[src/rtl/peripheral_ram_arbiter_if.sv]
// Bus bundle between the CPU/DMA masters, the arbiter and the data RAM.
// The master modport is the requester/RAM side, the slave modport is the arbiter.
interface peripheral_ram_arbiter_if #(
   parameter int AW = 6,
   parameter int DW = 16,
   parameter int CW = 3
);
   logic          cpu_req;
   logic [AW-1:0] cpu_addr;
   logic [1:0]    cpu_we;
   logic [DW-1:0] cpu_wdata;
   logic          cpu_gnt;
   logic          cpu_rvalid;
   logic [DW-1:0] cpu_rdata;

   logic          dma_req;
   logic [AW-1:0] dma_addr;
   logic [1:0]    dma_we;
   logic [DW-1:0] dma_wdata;
   logic          dma_gnt;
   logic          dma_rvalid;
   logic [DW-1:0] dma_rdata;

   logic [AW-1:0] soc_ram_addr;
   logic [DW-1:0] soc_ram_din;
   logic          soc_ram_cen;
   logic [1:0]    soc_ram_wen;
   logic [DW-1:0] soc_ram_dout;

   // starvation counter value, zero when the counter is not built
   logic [CW-1:0] dbg_wait_cnt;

   modport slave (
      input  cpu_req, cpu_addr, cpu_we, cpu_wdata,
      output cpu_gnt, cpu_rvalid, cpu_rdata,
      input  dma_req, dma_addr, dma_we, dma_wdata,
      output dma_gnt, dma_rvalid, dma_rdata,
      output soc_ram_addr, soc_ram_din, soc_ram_cen, soc_ram_wen,
      input  soc_ram_dout,
      output dbg_wait_cnt
   );

   modport master (
      output cpu_req, cpu_addr, cpu_we, cpu_wdata,
      input  cpu_gnt, cpu_rvalid, cpu_rdata,
      output dma_req, dma_addr, dma_we, dma_wdata,
      input  dma_gnt, dma_rvalid, dma_rdata,
      input  soc_ram_addr, soc_ram_din, soc_ram_cen, soc_ram_wen,
      output soc_ram_dout,
      input  dbg_wait_cnt
   );
endinterface

[src/rtl/peripheral_ram_arbiter.sv]
// CPU/DMA arbiter in front of the single-port data RAM; CPU has fixed priority.
// Define PERIPHERAL_RAM_ARB_STARVE_EN to bound the DMA wait with a starvation counter.
module peripheral_ram_arbiter #(
   parameter int AW           = 6,
   parameter int DW           = 16,
   parameter int STARVE_LIMIT = 4
) (
   input  logic                    soc_ram_clk,
   input  logic                    soc_ram_rst,
   peripheral_ram_arbiter_if.slave bus
);
   localparam int CW = $clog2(STARVE_LIMIT + 1);

   // Handshake: a master holds req/addr/we/wdata until the cycle its gnt is high;
   // that cycle the access goes to the RAM and is consumed. A read returns data
   // with rvalid exactly one cycle after its gnt; writes return nothing.

   typedef enum logic [1:0] {OWN_NONE, OWN_CPU, OWN_DMA} owner_e;

   owner_e owner_q, owner_d;
   logic   rst_q;
   logic   blocked;
   logic   force_dma;
   logic   dma_win;
   logic   cpu_win;

   // grants stay off during reset and the first cycle after it
   always_ff @(posedge soc_ram_clk) begin
      rst_q <= soc_ram_rst;
   end

   assign blocked = soc_ram_rst | rst_q;

`ifdef PERIPHERAL_RAM_ARB_STARVE_EN
   logic [CW-1:0] wait_cnt;

   always_ff @(posedge soc_ram_clk) begin
      if (soc_ram_rst) begin
         wait_cnt <= '0;
      end else if (bus.dma_req && !dma_win) begin
         if (wait_cnt != CW'(STARVE_LIMIT)) wait_cnt <= wait_cnt + 1'b1;
      end else begin
         wait_cnt <= '0;
      end
   end

   assign force_dma        = (wait_cnt == CW'(STARVE_LIMIT));
   assign bus.dbg_wait_cnt = wait_cnt;
`else
   assign force_dma        = 1'b0;
   assign bus.dbg_wait_cnt = {CW{1'b0}};
`endif

   always_comb begin
      dma_win          = !blocked && bus.dma_req && (force_dma || !bus.cpu_req);
      cpu_win          = !blocked && bus.cpu_req && !dma_win;
      bus.soc_ram_cen  = 1'b1;
      bus.soc_ram_wen  = 2'b11;
      bus.soc_ram_addr = {AW{1'b0}};
      bus.soc_ram_din  = {DW{1'b0}};
      owner_d          = OWN_NONE;
      if (dma_win) begin
         bus.soc_ram_cen  = 1'b0;
         bus.soc_ram_wen  = ~bus.dma_we;
         bus.soc_ram_addr = bus.dma_addr;
         bus.soc_ram_din  = bus.dma_wdata;
         if (bus.dma_we == 2'b00) owner_d = OWN_DMA;
      end else if (cpu_win) begin
         bus.soc_ram_cen  = 1'b0;
         bus.soc_ram_wen  = ~bus.cpu_we;
         bus.soc_ram_addr = bus.cpu_addr;
         bus.soc_ram_din  = bus.cpu_wdata;
         if (bus.cpu_we == 2'b00) owner_d = OWN_CPU;
      end
   end

   always_ff @(posedge soc_ram_clk) begin
      if (soc_ram_rst) owner_q <= OWN_NONE;
      else             owner_q <= owner_d;
   end

   assign bus.cpu_gnt = cpu_win;
   assign bus.dma_gnt = dma_win;

   // reset kills a read return that would otherwise land in the reset cycle
   assign bus.cpu_rvalid = (owner_q == OWN_CPU) && !soc_ram_rst;
   assign bus.dma_rvalid = (owner_q == OWN_DMA) && !soc_ram_rst;
   assign bus.cpu_rdata  = bus.soc_ram_dout;
   assign bus.dma_rdata  = bus.soc_ram_dout;
endmodule

[src/flat_wrapper.sv]
// flat-port wrapper written by rule: the top's interface ports become plain ports
module peripheral_ram_arbiter_flat 
#(
   parameter int AW           = 6,
   parameter int DW           = 16,
   parameter int STARVE_LIMIT = 4
)
  (soc_ram_clk, soc_ram_rst, bus_cpu_req, bus_cpu_addr, bus_cpu_we, bus_cpu_wdata, bus_cpu_gnt, bus_cpu_rvalid, bus_cpu_rdata, bus_dma_req, bus_dma_addr, bus_dma_we, bus_dma_wdata, bus_dma_gnt, bus_dma_rvalid, bus_dma_rdata, bus_soc_ram_addr, bus_soc_ram_din, bus_soc_ram_cen, bus_soc_ram_wen, bus_soc_ram_dout, bus_dbg_wait_cnt);
  peripheral_ram_arbiter_if #(.AW(AW), .DW(DW), .CW(($clog2(STARVE_LIMIT + 1)))) bus_i ();
  input  logic soc_ram_clk;
  input  logic soc_ram_rst;
  input wire logic [$bits(bus_i.cpu_req)-1:0] bus_cpu_req;
  input wire logic [$bits(bus_i.cpu_addr)-1:0] bus_cpu_addr;
  input wire logic [$bits(bus_i.cpu_we)-1:0] bus_cpu_we;
  input wire logic [$bits(bus_i.cpu_wdata)-1:0] bus_cpu_wdata;
  output wire logic [$bits(bus_i.cpu_gnt)-1:0] bus_cpu_gnt;
  output wire logic [$bits(bus_i.cpu_rvalid)-1:0] bus_cpu_rvalid;
  output wire logic [$bits(bus_i.cpu_rdata)-1:0] bus_cpu_rdata;
  input wire logic [$bits(bus_i.dma_req)-1:0] bus_dma_req;
  input wire logic [$bits(bus_i.dma_addr)-1:0] bus_dma_addr;
  input wire logic [$bits(bus_i.dma_we)-1:0] bus_dma_we;
  input wire logic [$bits(bus_i.dma_wdata)-1:0] bus_dma_wdata;
  output wire logic [$bits(bus_i.dma_gnt)-1:0] bus_dma_gnt;
  output wire logic [$bits(bus_i.dma_rvalid)-1:0] bus_dma_rvalid;
  output wire logic [$bits(bus_i.dma_rdata)-1:0] bus_dma_rdata;
  output wire logic [$bits(bus_i.soc_ram_addr)-1:0] bus_soc_ram_addr;
  output wire logic [$bits(bus_i.soc_ram_din)-1:0] bus_soc_ram_din;
  output wire logic [$bits(bus_i.soc_ram_cen)-1:0] bus_soc_ram_cen;
  output wire logic [$bits(bus_i.soc_ram_wen)-1:0] bus_soc_ram_wen;
  input wire logic [$bits(bus_i.soc_ram_dout)-1:0] bus_soc_ram_dout;
  output wire logic [$bits(bus_i.dbg_wait_cnt)-1:0] bus_dbg_wait_cnt;
  assign bus_i.cpu_req = bus_cpu_req;
  assign bus_i.cpu_addr = bus_cpu_addr;
  assign bus_i.cpu_we = bus_cpu_we;
  assign bus_i.cpu_wdata = bus_cpu_wdata;
  assign bus_cpu_gnt = bus_i.cpu_gnt;
  assign bus_cpu_rvalid = bus_i.cpu_rvalid;
  assign bus_cpu_rdata = bus_i.cpu_rdata;
  assign bus_i.dma_req = bus_dma_req;
  assign bus_i.dma_addr = bus_dma_addr;
  assign bus_i.dma_we = bus_dma_we;
  assign bus_i.dma_wdata = bus_dma_wdata;
  assign bus_dma_gnt = bus_i.dma_gnt;
  assign bus_dma_rvalid = bus_i.dma_rvalid;
  assign bus_dma_rdata = bus_i.dma_rdata;
  assign bus_soc_ram_addr = bus_i.soc_ram_addr;
  assign bus_soc_ram_din = bus_i.soc_ram_din;
  assign bus_soc_ram_cen = bus_i.soc_ram_cen;
  assign bus_soc_ram_wen = bus_i.soc_ram_wen;
  assign bus_i.soc_ram_dout = bus_soc_ram_dout;
  assign bus_dbg_wait_cnt = bus_i.dbg_wait_cnt;
  peripheral_ram_arbiter #(.AW(AW), .DW(DW), .STARVE_LIMIT(STARVE_LIMIT)) u_core (.soc_ram_clk(soc_ram_clk), .soc_ram_rst(soc_ram_rst), .bus(bus_i));
endmodule
[config.mk]
export PLATFORM = sky130hd
export DESIGN_NAME = peripheral_ram_arbiter_flat
export DESIGN_NICKNAME = d
export VERILOG_FILES = /design/src/rtl/peripheral_ram_arbiter_if.sv /design/src/rtl/peripheral_ram_arbiter.sv /design/src/flat_wrapper.sv
export SDC_FILE = /design/constraint.sdc
export NUM_CORES = 1
export LEC_CHECK = 0
export BUFFER_PORTS_ARGS = -buffer_cell sky130_fd_sc_hd__buf_2
export CORE_MARGIN = 5
export CORE_UTILIZATION = 33
export DETAILED_ROUTE_END_ITERATION = 7
export PLACE_DENSITY = 0.89
export SKIP_LAST_GASP = 1
export SLEW_MARGIN = 20
export SYNTH_ARGS = -nofsm -noshare
export SYNTH_HDL_FRONTEND = slang
export SYNTH_SLANG_ARGS = --single-unit
export TNS_END_PERCENT = 20
[constraint.sdc]
create_clock -name soc_ram_clk -period 2.4 [get_ports soc_ram_clk]
set_input_delay 0.48 -clock soc_ram_clk [delete_from_list [all_inputs] [get_ports soc_ram_clk]]
set_output_delay 0.48 -clock soc_ram_clk [all_outputs]
set_load 0.01 [all_outputs]
==> run_results.csv, run 1 <==
group,metric,value,unit
power_and_ir_drop,p_sw,0.101,mW
detailed_routing,vias_per_cell,4.67,
global_route,busiest_layer,"met2",
finish,area_delta_synth_final,13.3,%
finish,design_area,1080,sq um
global_route,antenna_found_initial,0,
clock_network,cts_hold_buf,0,
timing,worstMarginPinSlew,0.668,ns
power_and_ir_drop,p_int,0.180,mW
outcome,outcome,"completed",
timing,slew_violations,0,
synthesis,ys_ff_latch,3,
timing,hold_viol,0,
synthesis,synth_common_cells,"buf_4 (36), nand2_1 (24), nand3b_1 (24)",
clock_network,clk_latency,0.23,ns
floorplanning,core.rowCount,19,
global_route,gr-usage-met1,11.3,%
detailed_routing,wirelength,2410,microns
timing,max_freq,507,MHz
worst_setup_path,crit_required,1.92,ns
timing,finalCritPeriodShare,82.1,%
power_and_ir_drop,leakagePower,0.536,nW
power_and_ir_drop,ir_worst_vdd,204,uV
detailed_routing,first_pass_iters,2,
run,cap_viol_max_count,0,
clock_network,cts_setup_buffers,0,
power_and_ir_drop,seqPwrFrac,18.5,%
floorplanning,initial_core_util,34.7,%
synthesis,synthFlopType,"dfxtp_1",
worst_setup_path,critPathKind,"input pin to output pin",
timing,setup_tns,0,ns
global_route,grt_overflow_total,0,
global_route,grt_pass1_wl,3770,microns
place,post-place-cells,199,
worst_setup_path,start_kind,"input pin",
floorplanning,die_h,63.9,microns
synthesis,netlist_instances,131,
clock_network,cts_tree,"yes",
global_route,track_usage,10.8,%
synthesis,synth_cell_types,19,
synthesis,synth_top_cell_by_area,"buf_4",
detailed_routing,detail_route.wl_per_cell,11.9,microns
worst_setup_path,arrival,1.49,ns
synthesis,syn_avg_cell_area,7.31,sq um
place,hpwl,1880,microns
global_route,grt_max_degree,52,
place,gp_congestion,0.648,
place,portBuffers,80,
place,placed_cell_area,1060,sq um
detailed_routing,ant_nets,0,
finish,final_nets,241,
power_and_ir_drop,share_comb_of_total_power,49.6,%
synthesis,synth_top_area_share,28.2,%
synthesis,synth-warning-count,0,
clock_network,root_buffer,"clkbuf_4",
clock_network,cts.path.max_buffers,2,
floorplanning,ioPinCount,132,
timing,rsz0062_at_grt,"false",
global_route,grt_pass1_vias,885,
power_and_ir_drop,p_sw_share,36.1,%
synthesis,yosysSeqAreaShare,6.27,%
detailed_routing,vias,949,
finish,drive_gt1_share,61.6,%
floorplanning,die_area,4080,sq um
global_route,grtUsageMet2,19.1,%
synthesis,synth_edf_count,0,
clock_network,cts_max_level,1,
power_and_ir_drop,p_clk_share,31.9,%
clock_network,clk_pin_slew,0.04,ns
timing,slew_headroom,55.4,%
clock_network,cts_inserted_buffers,3,
detailed_routing,drcViolationCount,0,
power_and_ir_drop,pwr_density_cell,259,nW/um^2
timing,layout_min_cycle_time,1.97,ns
worst_setup_path,cp_max_fo,51,
finish,finalNonFillerCells,203,
synthesis,synth_most_common_cell,"buf_4",
floorplanning,coreArea,2760,sq um
finish,n_fill_cell,302,
timing,fin_hold_ws,0.406,ns
finish,n_antenna_cell,0,
min_path,min_path_type,"input pin to flop",
synthesis,async_reset_ff_share,0,%
detailed_routing,drt_iter0_drc,23,
timing,setup_viol,0,
synthesis,synth_area,957,sq um
timing,clock_skew,0.000486,ns
global_route,met3_usage,2.98,%
clock_network,cts.sinks,3,
floorplanning,die_w,63.9,microns
clock_network,cts_resized,0,
worst_setup_path,cp-end-kind,"output pin",
synthesis,ys_top_cells_by_area,"buf_4 (28%), nand3b_1 (19%), a21oi_2 (17%), nand2_1 (9.4%), dfxtp_1 (6.3%)",
## final cells by class
type	count	area, sq um	area share (%)
Clock buffer	4	26.3	2.42
Multi-Input combinational cell	84	552	50.9
Sequential cell	3	60.1	5.54
Tap cell	31	38.8	3.58
Timing Repair Buffer	81	408	37.6
## layout by cell type (no fill, tap or decap)
| master | n |
|---|---|
| or2_1 | 1 |
| a21o_1 | 2 |
| nand2_1 | 24 |
| nor4_2 | 1 |
| clkbuf_1 | 1 |
| o21bai_1 | 1 |
| dfxtp_1 | 3 |
| a21oi_1 | 3 |
| clkbuf_4 | 3 |
| buf_2 | 80 |
| a21oi_2 | 19 |
| buf_4 | 1 |
| nor3b_1 | 3 |
| nand3b_1 | 24 |
| nand2b_1 | 1 |
| conb_1 | 3 |
| nor3b_2 | 1 |
| nor2_2 | 1 |
## critical path, stage by stage
cell	delay, ns
buf_2	0.52
nor3b_1	0.31
buf_2	0.18
## final timing paths
| check | start | to | slack, ns | cells after the start |
|---|---|---|---|---|
| setup reg to reg | u_core.rst_q$_DFF_P_ | u_core.owner_q[1]$_SDFF_PP0_ | 1.32 | 3 |
| hold reg to reg | u_core.rst_q$_DFF_P_ | u_core.owner_q[0]$_SDFF_PP0_ | 0.57 | 2 |
| hold / removal | soc_ram_rst | u_core.rst_q$_DFF_P_ | 0.41 | 1 |
| setup / recovery | bus_cpu_req | bus_cpu_gnt | 0.43 | 3 |
## registers in the layout, summed over array words and instances, names as in the netlist
signal and count:
u_core.rst_q 1, u_core.owner_q 2
## through the flow
| step | power [mW] | setup WS, ns | utilization [%] |
|---|---|---|---|
| 2_1_floorplan | 0.198 | 0.797 | - |
| 3_3_place_gp | 0.190 | 0.492 | 38.4 |
| 3_5_place_dp | 0.193 | 0.422 | 38.4 |
| 4_1_cts | 0.286 | 0.413 | 39.3 |
| 5_1_grt | 0.309 | 0.302 | 39.3 |
| 6_report | 0.281 | 0.429 | 39.3 |
## metal layers
layer  vias up  share of wire [%]
met5         -                  0
li1        480                  -
met1       395                 37
met2        64                 45
met3        10                 15
met4         0                2.7
## power groups by stage
| stage | registers, mW | logic (mW) | clock network (mW) |
|---|---|---|---|
| global placement | 0.0528 | 0.137 | 0 |
| global route | 0.0520 | 0.156 | 0.100 |
| floorplan | 0.0527 | 0.145 | 0 |
| CTS | 0.0521 | 0.141 | 0.0926 |
| detailed placement | 0.0528 | 0.141 | 0 |
| finish | 0.0521 | 0.139 | 0.0895 |
## logic make-up after synthesis
family	after synthesis	share of synthesized area [%]
AO/OA/AOI/OAI	25	21.3
buffers and inverters	46	36.9
other	1	0.392
AND/OR/NAND/NOR	56	35.2
flip-flops	3	6.27
No activity file was read; power rests on OpenSTA's default activity.
==> run 2: changes to the inputs <==
- ABC_AREA: not set -> 1
- CORE_UTILIZATION: 33 -> 25
- PLACE_DENSITY: 0.89 -> 0.79
- clock period: 2.4 -> 1.8 ns (I/O delays scaled with it)
==> run 2 against run 1 <==
Net effect:
- utilization decreased by 7.2 points
- hold slack got worse by 0.13 ns
- sequential share of layout area increased by 0.53 points
- synthesized cell count increased by 5.3%
- synthesized area decreased by 15%
- highest routed layer unchanged
- critical path depth increased by 3
- final cell count increased by 12%
- via count increased by 6.6%
- cell area decreased by 8.8%
- count of clock-buffer cells in the layout unchanged
- routed wire length increased by 6.9%
==> run_results.csv, run 2 <==
group,metric,value,unit
clock_network,cts_max_level,1,
finish,largest_reg_flops,2,
worst_setup_path,cp_max_fo,16,
timing,finalCritPeriodShare,91.6,%
timing,slew_violations,0,
run,cap_viol_max_count,0,
detailed_routing,vias,1012,
finish,top_regs,"u_core.owner_q (2), u_core.rst_q (1)",
synthesis,synth_edf_count,0,
place,portBuffers,80,
finish,n_fill_cell,355,
power_and_ir_drop,ir_worst_vdd,199,uV
detailed_routing,wirelength,2580,microns
finish,area_delta_synth_final,21.9,%
global_route,grt_pass1_vias,889,
floorplanning,core.rowCount,20,
synthesis,async_reset_ff_share,0,%
detailed_routing,first_pass_iters,4,
min_path,min_path_type,"input pin to flop",
global_route,grt_max_degree,27,
synthesis,synth_cell_types,14,
clock_network,root_buffer,"clkbuf_4",
floorplanning,die_area,4490,sq um
floorplanning,initial_core_util,26.4,%
finish,n_antenna_cell,0,
synthesis,ys_top_cells_by_area,"buf_4 (32%), nand2_1 (23%), nand4_1 (18%), dfxtp_1 (7.4%), buf_6 (6.9%)",
floorplanning,coreArea,3080,sq um
clock_network,clk_pin_slew,0.04,ns
synthesis,synth_top_cell_by_area,"buf_4",
synthesis,ys_ff_latch,3,
place,hpwl,2080,microns
floorplanning,die_h,67.0,microns
worst_setup_path,cp-end-kind,"output pin",
clock_network,cts_tree,"yes",
worst_setup_path,r2r_slack,0.85,ns
synthesis,synth_top_area_share,32.4,%
finish,finalNonFillerCells,227,
synthesis,syn_avg_cell_area,5.88,sq um
clock_network,cts.sinks,3,
clock_network,cts_inserted_buffers,3,
timing,setup_tns,0,ns
timing,layout_min_cycle_time,1.65,ns
synthesis,synth_area,812,sq um
detailed_routing,drcViolationCount,0,
clock_network,clk_latency,0.23,ns
place,post-place-cells,223,
synthesis,synth-warning-count,0,
power_and_ir_drop,leakagePower,0.658,nW
detailed_routing,vias_per_cell,4.46,
finish,regMostFlops,"u_core.owner_q",
place,gp_congestion,0.756,
place,placed_cell_area,961,sq um
clock_network,cts_setup_buffers,0,
timing,rsz0062_at_grt,"false",
floorplanning,die_w,67.0,microns
global_route,grt_overflow_total,0,
place,place_ws,0.115,ns
worst_setup_path,start_kind,"flop",
timing,setup_viol,0,
power_and_ir_drop,power.total,0.350,mW
timing,clock_skew,0.00195,ns
synthesis,synth_common_cells,"nand2_1 (50), buf_4 (35), nand4_1 (24)",
floorplanning,ioPinCount,132,
global_route,antenna_found_initial,0,
synthesis,yosysSeqAreaShare,7.40,%
detailed_routing,drt_iter0_drc,33,
power_and_ir_drop,pwr_density_cell,354,nW/um^2
finish,drive_gt1_share,49.2,%
worst_setup_path,crit_required,1.44,ns
finish,mostFrequentLayoutCells,"buf_2 (80), nand2_1 (50), nand4_1 (24)",
timing,max_freq,606,MHz
finish,final_common_cell,"buf_2",
finish,final_nets,252,
timing,hold_viol,0,
worst_setup_path,critPathKind,"flop to output pin",
clock_network,cts.path.max_buffers,2,
worst_setup_path,arrival,1.29,ns
synthesis,synth_most_common_cell,"nand2_1",
detailed_routing,detail_route.wl_per_cell,11.4,microns
clock_network,cts_hold_buf,0,
detailed_routing,ant_nets,0,
timing,postLayoutSetupSlackWorst,0.151,ns
finish,design_area,990,sq um
global_route,track_usage,10.9,%
outcome,outcome,"completed",
synthesis,netlist_instances,138,
global_route,grt_pass1_wl,3720,microns
synthesis,synthFlopType,"dfxtp_1",
## run 2: cell types whose count changed after synthesis, sizes merged, moves of 2 or more
| cell | change |
|---|---|
| nand2 | +26 |
| nand3b | -24 |
| nand4 | +24 |
| a21oi | -22 |
| inv | +6 |
| nor3b | -4 |
| clkbuf | -3 |
| nand3 | +3 |
| a21o | -2 |
| buf | +2 |
| nor2 | +2 |
| nor3 | +2 |
## run 2: per-stage QoR
| stage | util (%) | hold slack [ns] |
|---|---|---|
| after floorplan | - | 0.388 |
| after global placement | 31.2 | 0.512 |
| after detailed placement | 31.2 | 0.517 |
| after CTS | 32.1 | 0.274 |
| after global routing | 32.2 | 0.282 |
| final | 32.2 | 0.277 |
## run 2: cell type report
class / count / area [sq um] / share of cell area [%]
multi-input combinational: 86 / 393 / 39.7
timing repair buffer: 84 / 430 / 43.5
inverter: 6 / 25.0 / 2.53
sequential: 3 / 60.1 / 6.07
tap: 44 / 55.1 / 5.56
clock buffer: 4 / 26.3 / 2.65
## run 2: per-layer routing
metal	vias to the layer above	part of all wire (%)	track usage [%]
li1	504	-	-
met1	407	37	11.4
met2	86	44	19.2
met3	15	16	3.04
met4	0	3.3	6.58
met5	-	0	0
## run 2: logic make-up (layout without fill, tap and decap cells)
family                 Yosys count  in the layout  share of synthesized area [%]
and+or+nand+nor                 82             82                           46.4
DFF                              3              3                           7.40
other                            1              3                          0.462
buffers and inverters           51             94                           45.1
AOI/OAI and AO/OA                1              1                          0.616
## run 2: worst max-delay path, stage by stage (launching register included)
cell     delay (ns)
dfxtp_1        0.30
nor2_2         0.11
buf_4          0.22
nand3_1        0.14
nand2_1        0.10
nand2_1        0.05
buf_2          0.13
## run 2: where the power goes
group	leakage [nW]	internal, mW	switching [mW]	total, mW
logic	0.618	0.0732	0.0880	0.161
registers	0.0246	0.0687	0.000735	0.0694
clock network	0.0150	0.0832	0.0365	0.120
total	0.658	0.225	0.125	0.350
## run 2: what timing repair did
action | CTS | global route
endpoints found under the hold margin | 0 | 0
endpoints found under the setup margin | 0 | 22
gates resized for setup | 0 | 2
## run 2: path summary, 6_finish.rpt
check / endpoint / startpoint / depth (start not counted)
max: bus_soc_ram_wen[1] / u_core.rst_q$_DFF_P_ / 6
max reg2reg: u_core.owner_q[1]$_SDFF_PP0_ / u_core.rst_q$_DFF_P_ / 4
min: u_core.rst_q$_DFF_P_ / soc_ram_rst / 1
min reg2reg: u_core.owner_q[0]$_SDFF_PP0_ / u_core.rst_q$_DFF_P_ / 3
==> run 3: changes to the inputs <==
- PLACE_DENSITY: 0.79 -> 0.76
==> run 3 against run 2 <==
Net effect:
- cell area down 1.5%
- sequential share of layout area rose by 0.093 points
- final cell count down 0.88%
- flip-flop and latch count stayed put
- critical path depth is the same
- register-to-register slack is essentially flat
- global-route usage is 0.38 points higher
- clock power barely moved
- worst setup slack got worse by 0.019 ns
- combinational power is essentially flat
- hold slack got worse by 0.0056 ns
- largest power group unchanged
==> run_results.csv, run 3 (synthesis results as in run 2) <==
group,metric,value,unit
floorplanning,core.rowCount,20,
global_route,grt_max_degree,27,
worst_setup_path,cp-end-kind,"output pin",
worst_setup_path,crit_path_top_delay_cell,"dfxtp_1",
power_and_ir_drop,ir_worst_vdd,172,uV
place,gp_congestion,0.681,
floorplanning,coreArea,3080,sq um
timing,rsz0062_at_grt,"false",
timing,layout_min_cycle_time,1.67,ns
timing,slew_violations,0,
finish,n_antenna_cell,0,
floorplanning,die_w,67.0,microns
worst_setup_path,cp_max_fo,17,
global_route,antenna_found_initial,0,
global_route,grt_pass1_wl,3990,microns
floorplanning,initial_core_util,26.4,%
finish,final_core_util,31.7,%
floorplanning,ioPinCount,132,
place,hpwl,2040,microns
detailed_routing,vias,996,
finish,n_fill_cell,365,
detailed_routing,drcViolationCount,0,
place,portBuffers,80,
clock_network,cts_hold_buf,0,
min_path,min_path_type,"input pin to flop",
detailed_routing,ant_nets,0,
power_and_ir_drop,pwr_density_cell,358,nW/um^2
clock_network,cts_resized,0,
worst_setup_path,start_kind,"flop",
timing,clock_skew,0.00964,ns
outcome,outcome,"completed",
power_and_ir_drop,leakagePower,0.648,nW
finish,final_common_cell,"buf_2",
global_route,track_usage,11.3,%
clock_network,cts.path.max_buffers,2,
finish,mostFrequentLayoutCells,"buf_2 (80), nand2_1 (50), nand4_1 (24)",
finish,largest_reg_flops,2,
finish,drive_gt1_share,48.6,%
finish,top_regs,"u_core.owner_q (2), u_core.rst_q (1)",
finish,regMostFlops,"u_core.owner_q",
floorplanning,die_h,67.0,microns
clock_network,root_buffer,"clkbuf_4",
clock_network,cts_tree,"yes",
timing,finalCritPeriodShare,92.7,%
clock_network,cts.sinks,3,
detailed_routing,wirelength,2590,microns
floorplanning,die_area,4490,sq um
timing,setup_viol,0,
clock_network,clk_latency,0.24,ns
worst_setup_path,cp_cell_sequence,"nor2_2 > buf_4 > nand3_1 > nand2_1 > nand2_1 > buf_2",
detailed_routing,first_pass_iters,3,
timing,setup_tns,0,ns
clock_network,clk_pin_slew,0.04,ns
place,placed_cell_area,946,sq um
clock_network,cts_max_level,1,
worst_setup_path,critPathKind,"flop to output pin",
detailed_routing,detail_route.wl_per_cell,11.5,microns
detailed_routing,drt_iter0_drc,13,
clock_network,cts_setup_buffers,0,
finish,final_nets,250,
worst_setup_path,cpPeakStageDelay,0.30,ns
run,cap_viol_max_count,0,
global_route,grt_pass1_vias,973,
timing,hold_viol,0,
timing,max_freq,600,MHz
finish,area_delta_synth_final,20.0,%
global_route,grt_overflow_total,0,
clock_network,cts_inserted_buffers,3,
power_and_ir_drop,power.total,0.349,mW
worst_setup_path,arrival,1.31,ns
detailed_routing,vias_per_cell,4.43,
worst_setup_path,crit_top_cell,"nand2_1",
finish,design_area,975,sq um
worst_setup_path,crit_required,1.44,ns
run 3: changes by cell type in the layout (fill, tap and decap cells not counted):
cell   previous run  this run
buf_4             4         2
run 3: layout make-up:
class                           instances  area [sq um]  area share (%)
Clock buffer                            4          26.3            2.70
Inverter                                6          25.0            2.57
Multi-Input combinational cell         86           393            40.3
Sequential cell                         3          60.1            6.16
Tap cell                               44          55.1            5.65
Timing Repair Buffer                   82           415            42.6
run 3: worst paths after layout:
path	endpoint	from	slack, ns	depth (start not counted)
worst min-delay path	u_core.rst_q$_DFF_P_	soc_ram_rst	0.27	1
worst max register to register	u_core.owner_q[1]$_SDFF_PP0_	u_core.rst_q$_DFF_P_	0.84	4
worst min register to register	u_core.owner_q[0]$_SDFF_PP0_	u_core.rst_q$_DFF_P_	0.59	3
worst max-delay path	bus_soc_ram_wen[1]	u_core.rst_q$_DFF_P_	0.13	6
run 3: critical path: cells and delay by family, from the launching register on:
kind | cells | cell delay, ns
buffers and inverters | 2 | 0.36
flip-flops | 1 | 0.30
AND/OR/NAND/NOR | 4 | 0.40
run 3: per-stage QoR:
| step | std cells | setup WS (ns) | hold WS [ns] |
|---|---|---|---|
| finish | 225 | 0.132 | 0.271 |
| global route | 225 | 0.000123 | 0.268 |
| CTS | 225 | 0.0418 | 0.264 |
| detailed placement | 221 | 0.0979 | 0.516 |
| global placement | 221 | 0.130 | 0.511 |
| floorplan | 140 | 0.497 | 0.388 |
run 3: routing by layer:
metal	up-vias	routed length (microns)	track usage, %
met5	-	0	0
met1	416	908	10.7
met3	14	374	3.20
met2	64	1210	21.5
met4	0	89	6.08
li1	502	-	-
run 3: report_power, final:
group,switching [mW],internal (mW),total [mW]
clock network,0.0382,0.0833,0.122
logic,0.0873,0.0703,0.158
registers,0.000782,0.0686,0.0694
